### src/rtl/wishbone_ifetch_master.sv
`default_nettype none
// ============================================================================
// Module   : wishbone_ifetch_master
// Purpose  : Wishbone classic-cycle read initiator fetching 32-bit words for
//            the core, with misalignment and bus-timeout error reporting.
// Revision : 1.0 - initial release
// ============================================================================
module wishbone_ifetch_master #(
    parameter int ADDR_W  = 10,
    parameter int TIMEOUT = 16
) (
    input  logic              clk_i,
    input  logic              rst_i,
    input  logic              req_i,
    input  logic [31:0]       pc_i,
    input  logic              flush_i,
    output logic              ready_o,
    output logic              valid_o,
    output logic [31:0]       instr_o,
    output logic              err_o,
    output logic              cyc_o,
    output logic              stb_o,
    output logic              we_o,
    output logic [3:0]        sel_o,
    output logic [ADDR_W-1:0] adr_o,
    input  logic [31:0]       dat_i,
    input  logic              ack_i
);

    localparam int               CNT_W      = $clog2(TIMEOUT);
    localparam logic [CNT_W-1:0] C_CNT_LAST = CNT_W'(TIMEOUT - 1);

    typedef enum logic [0:0] {
        S_IDLE = 1'b0,
        S_BUSY = 1'b1
    } state_e;

    state_e             state_q;
    logic               cyc_q;
    logic [3:0]         sel_q;
    logic [ADDR_W-1:0]  adr_q;
    logic [31:0]        instr_q;
    logic               valid_q;
    logic               err_q;
    logic               discard_q;
    logic [CNT_W-1:0]   cnt_q;

    always_ff @(posedge clk_i or posedge rst_i) begin
        if (rst_i) begin
            state_q   <= S_IDLE;
            cyc_q     <= 1'b0;
            sel_q     <= 4'h0;
            adr_q     <= '0;
            instr_q   <= 32'h0;
            valid_q   <= 1'b0;
            err_q     <= 1'b0;
            discard_q <= 1'b0;
            cnt_q     <= '0;
        end else begin
            valid_q <= 1'b0;
            err_q   <= 1'b0;
            case (state_q)
                S_IDLE: begin
                    if (req_i) begin
                        if (pc_i[1:0] != 2'b00) begin
                            err_q <= 1'b1;
                        end else begin
                            adr_q     <= pc_i[ADDR_W+1:2];
                            sel_q     <= 4'hF;
                            cnt_q     <= '0;
                            discard_q <= 1'b0;
                            cyc_q     <= 1'b1;
                            state_q   <= S_BUSY;
                        end
                    end
                end
                S_BUSY: begin
                    // A flush only marks the result stale; the bus cycle runs to its end.
                    if (flush_i) begin
                        discard_q <= 1'b1;
                    end
                    if (ack_i) begin
                        instr_q <= dat_i;
                        valid_q <= !(discard_q || flush_i);
                        cyc_q   <= 1'b0;
                        sel_q   <= 4'h0;
                        state_q <= S_IDLE;
                    end else if (cnt_q == C_CNT_LAST) begin
                        err_q   <= 1'b1;
                        cyc_q   <= 1'b0;
                        sel_q   <= 4'h0;
                        state_q <= S_IDLE;
                    end else begin
                        cnt_q <= cnt_q + CNT_W'(1);
                    end
                end
                default: state_q <= S_IDLE;
            endcase
        end
    end

    generate
        if (ADDR_W + 2 < 32) begin : g_pc_unused
            wire w_unused_pc = &{1'b0, pc_i[31:ADDR_W+2]};
        end
    endgenerate

    assign ready_o = (state_q == S_IDLE);
    assign valid_o = valid_q;
    assign instr_o = instr_q;
    assign err_o   = err_q;
    assign cyc_o   = cyc_q;
    assign stb_o   = cyc_q;
    assign we_o    = 1'b0;
    assign sel_o   = sel_q;
    assign adr_o   = adr_q;

endmodule
`default_nettype wire
### config.mk
export PLATFORM = sky130hd
export DESIGN_NAME = wishbone_ifetch_master
export DESIGN_NICKNAME = d
export VERILOG_FILES = /design/src/rtl/wishbone_ifetch_master.sv
export SDC_FILE = /design/constraint.sdc
export NUM_CORES = 1
export LEC_CHECK = 0
export ABC_CLOCK_PERIOD_IN_PS = 1800
export CAP_MARGIN = 20
export CORE_ASPECT_RATIO = 1.4
export CORE_MARGIN = 2
export CORE_UTILIZATION = 34
export CTS_CLUSTER_SIZE = 20
export DETAILED_ROUTE_END_ITERATION = 6
export HOLD_SLACK_MARGIN = 0.06
export MAX_ROUTING_LAYER = met4
export PLACE_DENSITY = 0.78
export SYNTH_ARGS = -nofsm -noshare
export SYNTH_HDL_FRONTEND = slang
export SYNTH_SLANG_ARGS = --single-unit
### constraint.sdc
create_clock -name clk_i -period 1.8 [get_ports clk_i]
set_clock_uncertainty 0.15 [all_clocks]
set_input_delay 0.54 -clock clk_i [delete_from_list [all_inputs] [get_ports clk_i]]
set_output_delay 0.54 -clock clk_i [all_outputs]
set_load 0.1 [all_outputs]
==> metrics, run 1 <==
Unique masters post-synth 21; IO Count about 120; GPL Wtd Cong roughly 0.81; vias per std cell about 4.7; register bit total from synthesis 51; non-filler cells, final 334; n_diodes 0; sequential cell fraction of total power 0.274; Synth Area in Compound Gates 0.0202; hold buffer count at CTS 0; WL final around 5 mm; Ys Warns 0; setup violators final 0; WP data arrival ~1.1 ns; ANT nets after route 0; CTS H-tree depth 2; Final Cycle Share 0.984; DIE HEIGHT between 90 and 100 microns; Sw Pwr ~3.1 mW; Initial DRC Count 64; Tot GR Track Use 0.164; Detailed Routing Iterations Pass 1 4; status complete, no violations; number of global-route vias before repair roughly 1800; synthesized-area fraction occupied by adder cells 0.00612; share of cells above drive strength 1 0.413; main combinational cell family by area after synthesis multiplexers; CTS Buf Count 5; first-pass GRT wire length between 8 and 9 mm; clock power share 0.120; clock slew at reported path FFs 0.09 ns; Post-Syn Area 2040 sq um; largest net degree at the start of global routing 30; CP bufs+invs 1; via count approximately 1600; PnR worst setup slack just under 0.03 ns; Tightest Hold Check Type reg -> reg; CP peak stage delay 0.56 ns; FMAX roughly 560 MHz; die area about 6700 sq um; worst slack, placed -0.343 ns; crit path cell chain buf_12; Final Hold Fails 0; Synth-to-Final Area Change 85.3%; Die W between 60 and 70 microns; global route overflow 0; Worst Path Max Fanout 7; worst vdd ir 0.895 mV; DR WL/cell about 15 microns; leakage approximately 1.7 nW; core area slightly below 6000 sq um; xor/xnor share of the synthesized area 0; mux contribution to synthesized area 0.196; Nets roughly 330; clock buffer depth 2; initial core utilization 0.351; sequential area share after synthesis 0.624; critical path required time 1.11 ns; sw frac 0.491; unrepaired setup endpoints after global routing yes; IO buf count between 90 and 100; Max-Cap Viols 0; clk_lat worst skew 0.29 ns; CTS tree built; DP HPWL approximately 4.0 mm; CP max-delay cell dfrtp_2; row count 33; antenna violations before repair 0; Setup crit end kind primary output; Combinational Power Share 0.607; CP Class reg -> out; FILL cells ~410; Placed Cells around 330; setup_tns 0 ns; residual DRC count 0; Final Critical Period between 1.5 and 2 ns; syn_nets roughly 230; Final Slew Violations 0; clock sink count 51; simple-gate share of the synthesized area 0.0973; CP top delay family flip-flops; Setup crit start kind flip-flop; synthesized area per cell ~13 sq um; PD cells around 1700 nW/um^2; Root Buffer clkbuf_8; internal power about 3.3 mW; post-synthesis cell count ~160
[sequential cells by signal, summed over array words and instances, names as in the netlist]
| name | count |
|---|---|
| sel_o | 1 |
| adr_o | 10 |
| instr_o | 32 |
| state_q | 1 |
| cnt_q | 4 |
| discard_q | 1 |
| err_o | 1 |
| valid_o | 1 |
[power by group through the flow]
stage | Combinational [mW] | Clock [mW] | Sequential (mW)
after floorplan | 0.560 | 0 | 3.52
after global placement | 3.87 | 0 | 1.75
after detailed placement | 3.91 | 0 | 1.78
after CTS | 3.91 | 0.802 | 1.75
after global routing | 3.98 | 0.834 | 1.79
final | 3.88 | 0.765 | 1.75
[path summary, 6_finish.rpt]
path / start / endpoint / slack, ns / cells after the start
min: discard_q / valid_o / 0.28 / 1
max reg2reg: state_q / adr_o[7] / 0.18 / 4
min in group asynchronous: rst_i / instr_o[30] / 0.47 / 3
max: sel_o[2] / cyc_o / 0.03 / 1
max in group asynchronous: rst_i / state_q / 0.73 / 3
min reg2reg: discard_q / valid_o / 0.28 / 1
[timing repair]
action / in CTS / in global routing
setup buffers: 0 / 0
pin swaps: 1 / 0
gates cloned: 0 / 0
setup endpoints to repair: 6 / 7
resized for setup: 4 / 1
[synthesized netlist by cell type]
cell / instances / share of area
dfrtp_1: 51 / 0.62
inv_1: 2 / 0.0037
a32o_1: 2 / 0.0098
a21oi_1: 2 / 0.0049
or4b_4: 1 / 0.0067
nor3_1: 1 / 0.0024
ha_1: 1 / 0.0061
o22ai_1: 1 / 0.0031
conb_1: 1 / 0.0018
nor2_1: 3 / 0.0055
mux2_2: 33 / 0.18
nand3_1: 2 / 0.0049
mux2i_1: 3 / 0.015
buf_4: 6 / 0.022
nand2b_1: 3 / 0.0092
buf_6: 3 / 0.017
nor4b_1: 1 / 0.0043
o21ai_0: 1 / 0.0024
buf_2: 4 / 0.0098
clkbuf_1: 1 / 0.0018
nand2_1: 35 / 0.064
[cell usage in the layout, fill, tap and decap left out, drive strengths merged, types with 2 or more instances in the layout]
| cell type | netlist | layout |
|---|---|---|
| buf | 13 | 65 |
| dfrtp | 51 | 51 |
| clkdlybuf4s50 | 0 | 45 |
| nand2 | 35 | 35 |
| mux2 | 33 | 33 |
| clkbuf | 1 | 7 |
| nand2b | 3 | 3 |
| nor2 | 3 | 3 |
| mux2i | 3 | 3 |
| dlygate4sd2 | 0 | 3 |
| nand3 | 2 | 2 |
| a21oi | 2 | 2 |
| a32o | 2 | 2 |
[per-stage QoR]
step	util	total power [mW]	instance area (sq um)	hold WS (ns)
2_1_floorplan	-	4.08	2050	0.259
3_3_place_gp	0.632	5.62	3680	0.268
3_5_place_dp	0.632	5.68	3680	0.275
4_1_cts	0.651	6.46	3790	0.285
5_1_grt	0.651	6.60	3790	0.296
6_report	0.651	6.40	3790	0.284
[routing by layer]
layer / GRT usage / share of wire / wire length (microns)
met4: 0.0768 / 0.031 / 153
met2: 0.325 / 0.61 / 3070
met5: - / 0 / 0
met1: 0.152 / 0.32 / 1600
met3: 0.0304 / 0.035 / 177
[kinds of logic (layout without fill, tap and decap cells)]
group,after synthesis,count (layout)
and+or+nand+nor,46,46
adders and majority gates,1,1
other,1,1
muxes,36,36
AOI/OAI and AO/OA,6,6
DFF,51,51
buffers and inverters,16,123
[area by class of cell]
class	count	area (sq um)	share of cell area
Clock buffer	7	76.3	0.0201
Clock inverter	1	30.0	0.00793
Inverter	2	11.3	0.00297
Multi-Input combinational cell	90	664	0.175
Sequential cell	51	1280	0.338
Tap cell	70	87.6	0.0231
Timing Repair Buffer	113	1640	0.433
(Power assumes the default switching activity.)
==> run 2, diff against run 1 <==
--- a/config.mk
+++ b/config.mk
@@ -15,6 +15,7 @@
 export HOLD_SLACK_MARGIN = 0.06
 export MAX_ROUTING_LAYER = met4
 export PLACE_DENSITY = 0.78
+export SLEW_MARGIN = 30
 export SYNTH_ARGS = -nofsm -noshare
 export SYNTH_HDL_FRONTEND = slang
 export SYNTH_SLANG_ARGS = --single-unit
==> results of run 2 <==
Final layout, timing and power as in run 1 (identical DEF).
==> run 3, diff against run 2 <==
--- a/config.mk
+++ b/config.mk
@@ -8,7 +8,6 @@
 export ABC_CLOCK_PERIOD_IN_PS = 1800
 export CAP_MARGIN = 20
 export CORE_ASPECT_RATIO = 1.4
-export CORE_MARGIN = 2
 export CORE_UTILIZATION = 34
 export CTS_CLUSTER_SIZE = 20
 export DETAILED_ROUTE_END_ITERATION = 6
==> metrics, run 3 (same netlist as run 1, synthesis figures left out) <==
IO buf count 99 (unchanged); Final Hold Fails 0 (unchanged); ANT nets after route 0 (unchanged); DP HPWL 3.80 mm (-6.2%); FMAX 566 MHz (+0.13%); Final Critical Period 1.77 ns (-0.00234 ns); Final Cycle Share 0.982 (-0.00130); CTS Buf Count 5 (unchanged); largest net degree at the start of global routing 24 (-20%); share of cells above drive strength 1 0.420 (+0.00758); crit path cell chain buf_12; initial core utilization 0.351 (unchanged); GPL Wtd Cong 0.753 (-7.2%); clock sink count 51 (unchanged); Routed met3 length 140 microns (-21%); clock slew at reported path FFs 0.09 ns (about the same); Tightest Hold Check Type reg -> reg; highest metal used met4; WP data arrival 1.08 ns (about the same); CTS tree built; first-pass GRT wire length 7.96 mm (-3.6%); unrepaired setup endpoints after global routing yes; clk_lat worst skew 0.29 ns (about the same); Detailed Routing Iterations Pass 1 4 (unchanged); Final Slew Violations 0 (unchanged); max reg flops 32 (unchanged); most frequent cells in the layout buf_12 (55), dfrtp_1 (49), clkdlybuf4s50_1 (45); commonest non-fill, non-tap cell in the layout buf_12; Placed Cells 326 (unchanged); residual DRC count 0 (unchanged); PD cells 1660 nW/um^2 (-1.6%); status complete, no violations; Tot GR Track Use 0.175 (+0.0103); CTS H-tree depth 2 (unchanged); non-filler cells, final 334 (unchanged); CP peak stage delay 0.56 ns (about the same); Nets 333 (unchanged); leakage 1.74 nW (+1.2%); number of global-route vias before repair 1685 (-4.0%); IO Count 121 (unchanged); Synth-to-Final Area Change 86.4%; n_diodes 0 (unchanged); CP bufs+invs 1 (unchanged); Setup crit start kind flip-flop; via count 1549 (-1.5%); core area 5820 sq um (unchanged); critical path required time 1.11 ns (about the same); Max-Cap Viols 0 (unchanged); DR WL/cell 14.4 microns (-3.9%); Worst Path Max Fanout 7 (unchanged); CP Class reg -> out; Die W 67.5 microns (-2.9%); CP max-delay cell dfrtp_2; DIE HEIGHT 93.8 microns (-2.1%); clock buffer depth 2 (unchanged); Initial DRC Count 48 (-25%); die area 6330 sq um (-4.9%); hold buffer count at CTS 0 (unchanged); worst vdd ir 0.982 mV (+9.7%); met2 WL post-DR 2.76 mm (-10%); row count 33 (unchanged); Setup crit end kind primary output; global route overflow 0 (unchanged); antenna violations before repair 0 (unchanged); Overall Power 6.33 mW (-1.0%); vias per std cell 4.64 (-1.5%); CP top delay family flip-flops; setup violators final 0 (unchanged); Root Buffer clkbuf_8; wire length on met1 1.72 mm (+7.5%); WL final 4.81 mm (-3.9%)
## run 3: cell count changes in the layout (fill, tap and decap cells not counted), moves of 2 or more
cell,before,now
dlygate4sd2_1,3,1
clkbuf_8,5,7
buf_4,11,8
buf_6,0,2
dlymetal6s2s_1,0,2
## run 3: report_power, final
group | leakage [nW] | internal (mW) | total, mW | switching (mW)
Combinational | 1.07 | 1.42 | 3.88 | 2.46
Clock | 0.0515 | 0.351 | 0.703 | 0.352
Sequential | 0.621 | 1.43 | 1.75 | 0.319
Total | 1.74 | 3.20 | 6.33 | 3.13
## run 3: routing by layer
layer | global-route usage | vias up
met5 | - | -
met4 | 0.0851 | 0
met3 | 0.0267 | 14
met2 | 0.300 | 51
met1 | 0.190 | 758
li1 | - | 726
## run 3: repair_timing
item | 4_1_cts | 5_1_grt
setup buffers | 1 | 0
resized for setup | 4 | 4
setup endpoints to repair | 4 | 19
gates cloned | 0 | 0
pin swaps | 1 | 1
## run 3: path summary, 6_finish.rpt
| check | start | endpoint | slack, ns | cells past startpoint |
|---|---|---|---|---|
| hold / removal | discard_q | valid_o | 0.30 | 1 |
| max in group asynchronous | rst_i | instr_o[13] | 0.67 | 3 |
| min in group asynchronous | rst_i | instr_o[31] | 0.42 | 2 |
| setup reg to reg | state_q | cnt_q[3] | 0.09 | 3 |
| hold reg to reg | discard_q | valid_o | 0.30 | 1 |
| setup / recovery | sel_o[2] | sel_o[1] | 0.03 | 1 |
## run 3: per-stage QoR
| step | utilization | setup TNS [ns] | hold slack (ns) | setup WS (ns) | instance area [sq um] |
|---|---|---|---|---|---|
| floorplan | - | 0 | 0.259 | 0.0237 | 2050 |
| global placement | 0.634 | -11.60 | 0.271 | -0.297 | 3690 |
| detailed placement | 0.634 | -11.59 | 0.289 | -0.319 | 3690 |
| CTS | 0.654 | 0 | 0.302 | 0.00161 | 3800 |
| global route | 0.654 | -0.0270 | 0.310 | -0.00594 | 3810 |
| finish | 0.654 | 0 | 0.295 | 0.0319 | 3810 |
## run 3: final cells by class
| type | count | area (sq um) |
|---|---|---|
| Multi-Input combinational cell | 90 | 664 |
| Fill cell | 424 | 2010 |
| Sequential cell | 51 | 1280 |
| Clock buffer | 8 | 100 |
| Inverter | 2 | 11.3 |
| Tap cell | 70 | 87.6 |
| Timing Repair Buffer | 113 | 1670 |
==> patch, RTL diff (flow settings as in run 2) <==
Make the reset (`rst_i`) synchronous in one clocked block.
--- a/src/rtl/wishbone_ifetch_master.sv
+++ b/src/rtl/wishbone_ifetch_master.sv
@@ -46,5 +46,5 @@
     logic [CNT_W-1:0]   cnt_q;
 
-    always_ff @(posedge clk_i or posedge rst_i) begin
+    always_ff @(posedge clk_i) begin
         if (rst_i) begin
             state_q   <= S_IDLE;
Behaviour: differs if rst_i is asserted again (counterexample within 4 cycles, from zero or initial values and one cycle with rst_i high); with rst_i held inactive, the same outputs for 10 cycles.
==> patch against run 2 <==
Register-to-register slack better by 0.04 ns; wire length is 4.9% higher; final area is 5.3% lower; setup slack improved by 0.026 ns; die area is 6.2% lower; critical path depth unchanged; sequential cell count stayed put; core utilization grew 0.34 points; area after synthesis down 6.5%.
Power is not compared: it rests on default switching activity, and its combinational part moved more than twofold at a synthesized area within 25%.
==> patch: results (changes against run 2) <==
Placement
The number of buffer cells added on primary ports was 99 (unchanged). The instance area at placement was 3480 um2 (-5.3%). The final weighted congestion in routability-driven placement is 0.783 (-3.5%). The HPWL after detailed placement was 3940 um (-2.6%).

Cells and area
The antenna diode count was 0 (unchanged). The flip-flop count of the largest register, all copies and words added is 32 (unchanged). The layout cell share with drive strength beyond 1 is 23.3% (-18 points). The total of fill cells in the finished design is 429 (+4.1%). The post-layout net count is 404 (+21%).

Logic synthesis
The proportion of synthesized area in mux cells came to 0% (-20 points). The area share of fa/ha/maj cells after synthesis is 0.654% (+0.042 points). By area the synthesized netlist is led by dfxtp_1, nand2_1, a21oi_1, buf_4, clkbuf_1. The count of different cell masters after synthesis is 27 (+29%). The area fraction in compound gates after synthesis is 15.6% (+14 points). In the synthesized netlist the dominant register cell turns out to be dfxtp_1. The share of async-settable or async-resettable flops after synthesis is 0% (-100 points). The number of nets produced by synthesis is 306 (+35%). The portion of the post-synthesis area used by sequential elements is 53.4% (-9.0 points). The count of yosys warnings during synthesis is 0 (unchanged). In the post-synthesis netlist, the cell with the most instances is nand2_1. In the synthesized netlist, the cells that appear most often are nand2_1, dfxtp_1, a21oi_1. The xor-xnor portion of the synthesized cell area is 0% (unchanged).

Routing
The detailed-routing iteration count for the pre-antenna-repair pass came to 4 (unchanged). The overall routed net length is 5260 um (+4.9%). The initial DRC count is 58 (-9.4%). The per-cell via count in the routed design is 4.70 (-0.20%).

GRT
The number of global-route vias before repair is 1,957 (+11%). The pin count of the biggest net entering global routing is 33 (+10%). The number of antenna violations at the first check in global routing came to 0 (unchanged). The global-route wire length before repair is 9000 um (+9.1%). The global-route usage over all layers is 19.1% (+2.7 points).

Setup path
The standard cell with the maximum stage delay on the critical path is dfxtp_2. The maximum fanout along the worst path is 7 (unchanged). The worst reg2reg path startpoint is cnt_q[0]$_SDFFE_PP0P_. The maximum cell stage delay along the critical path was 0.53 ns (-0.03 ns). The most critical setup path has its startpoint at sel_o[2]$_SDFFE_PP0P_. The critical register-to-register path endpoint is cnt_q[0]$_SDFFE_PP0P_.

The critical path capture point is sel_o[2]. The category of cells accounting for the largest share of critical-path delay is flip-flops. The endpoint arrival time on the critical path is 1.05 ns (-0.03 ns).

The logic depth of the worst register-to-register path came to 4 (unchanged). The register-to-register setup slack came to 0.22 ns (+0.04 ns).

Worst hold path
The number of instances on the worst hold path is 1 (unchanged). The min-delay analysis places its worst path in the category reg2reg. The end point of the most critical hold path is valid_o$_SDFF_PP0_. In this run the most critical hold path is launched from discard_q$_SDFFE_PP0P_.

Pwr
In this run the static leakage power is 1.32 nW. The peak supply drop is 0.531 mV.

CTS
The number of buffers added by the clock tree synthesis step is 5 (unchanged). The tree is rooted in a clkbuf_8. The clock slew at the register clock pins of the worst setup and hold paths is 0.09 ns (about the same).

The buffer levels on the longest clock path is 2 (unchanged). Clock latency on the worst-skew pair, taken at its later pin, is approximately 0.30 ns. The H-tree level count was 2 (unchanged).

Status
The run finished with clean final reports.

Timing
The smallest hold slack is 0.284 ns (-0.000627 ns).
==> patch: cell count changes after synthesis, sizes merged, moves of 3 or more <==
cell    change
mux2       -33
o211ai      +3
dfxtp      +51
nand2      +51
clkbuf      +9
dfrtp      -51
a21oi      +44
mux2i       -3
==> patch: per-stage QoR <==
stage          utilization, %  setup TNS, ns  total power, mW  std cells  setup WS (ns)
5_1_grt                  65.4              0             2.44        403         0.0120
3_3_place_gp             63.5          -5.04             1.73        394         -0.316
2_1_floorplan               -              0             1.48        236         0.0357
6_report                 65.4              0             2.34        403         0.0558
4_1_cts                  65.3              0             2.36        403        0.00137
3_5_place_dp             63.5          -6.66             1.74        394         -0.363
==> patch: layout make-up <==
cell class / instances / area (um2) / share of cell area [%]
clock inverter: 1 / 5.00 / 0.139
clock buffer: 7 / 76.3 / 2.13
multi-input combinational: 162 / 777 / 21.7
inverter: 1 / 3.75 / 0.105
tap: 68 / 85.1 / 2.37
timing repair buffer: 113 / 1620 / 45.1
sequential: 51 / 1020 / 28.5
==> patch: power breakdown <==
group | leakage, nW | switching, mW | internal (mW)
Combinational | 0.865 | 0.304 | 0.232
Sequential | 0.414 | 0.0294 | 1.15
Clock | 0.0422 | 0.354 | 0.274
==> patch: what timing repair did <==
| action | 4_1_cts | 5_1_grt |
|---|---|---|
| setup buffers | 0 | 0 |
| gates resized for setup | 5 | 3 |
| pin swaps | 1 | 1 |
| cloned | 1 | 0 |
| setup endpoints to repair | 4 | 15 |
| hold buffers | 0 | 0 |
==> patch: routing by layer <==
layer  share of wire, %  vias up  track usage, %
met3                5.4       11            4.13
met4                2.5        0            6.46
met1                 38      855            21.2
met5                  0        -               -
met2                 54       68            33.3
li1                   -      959               -
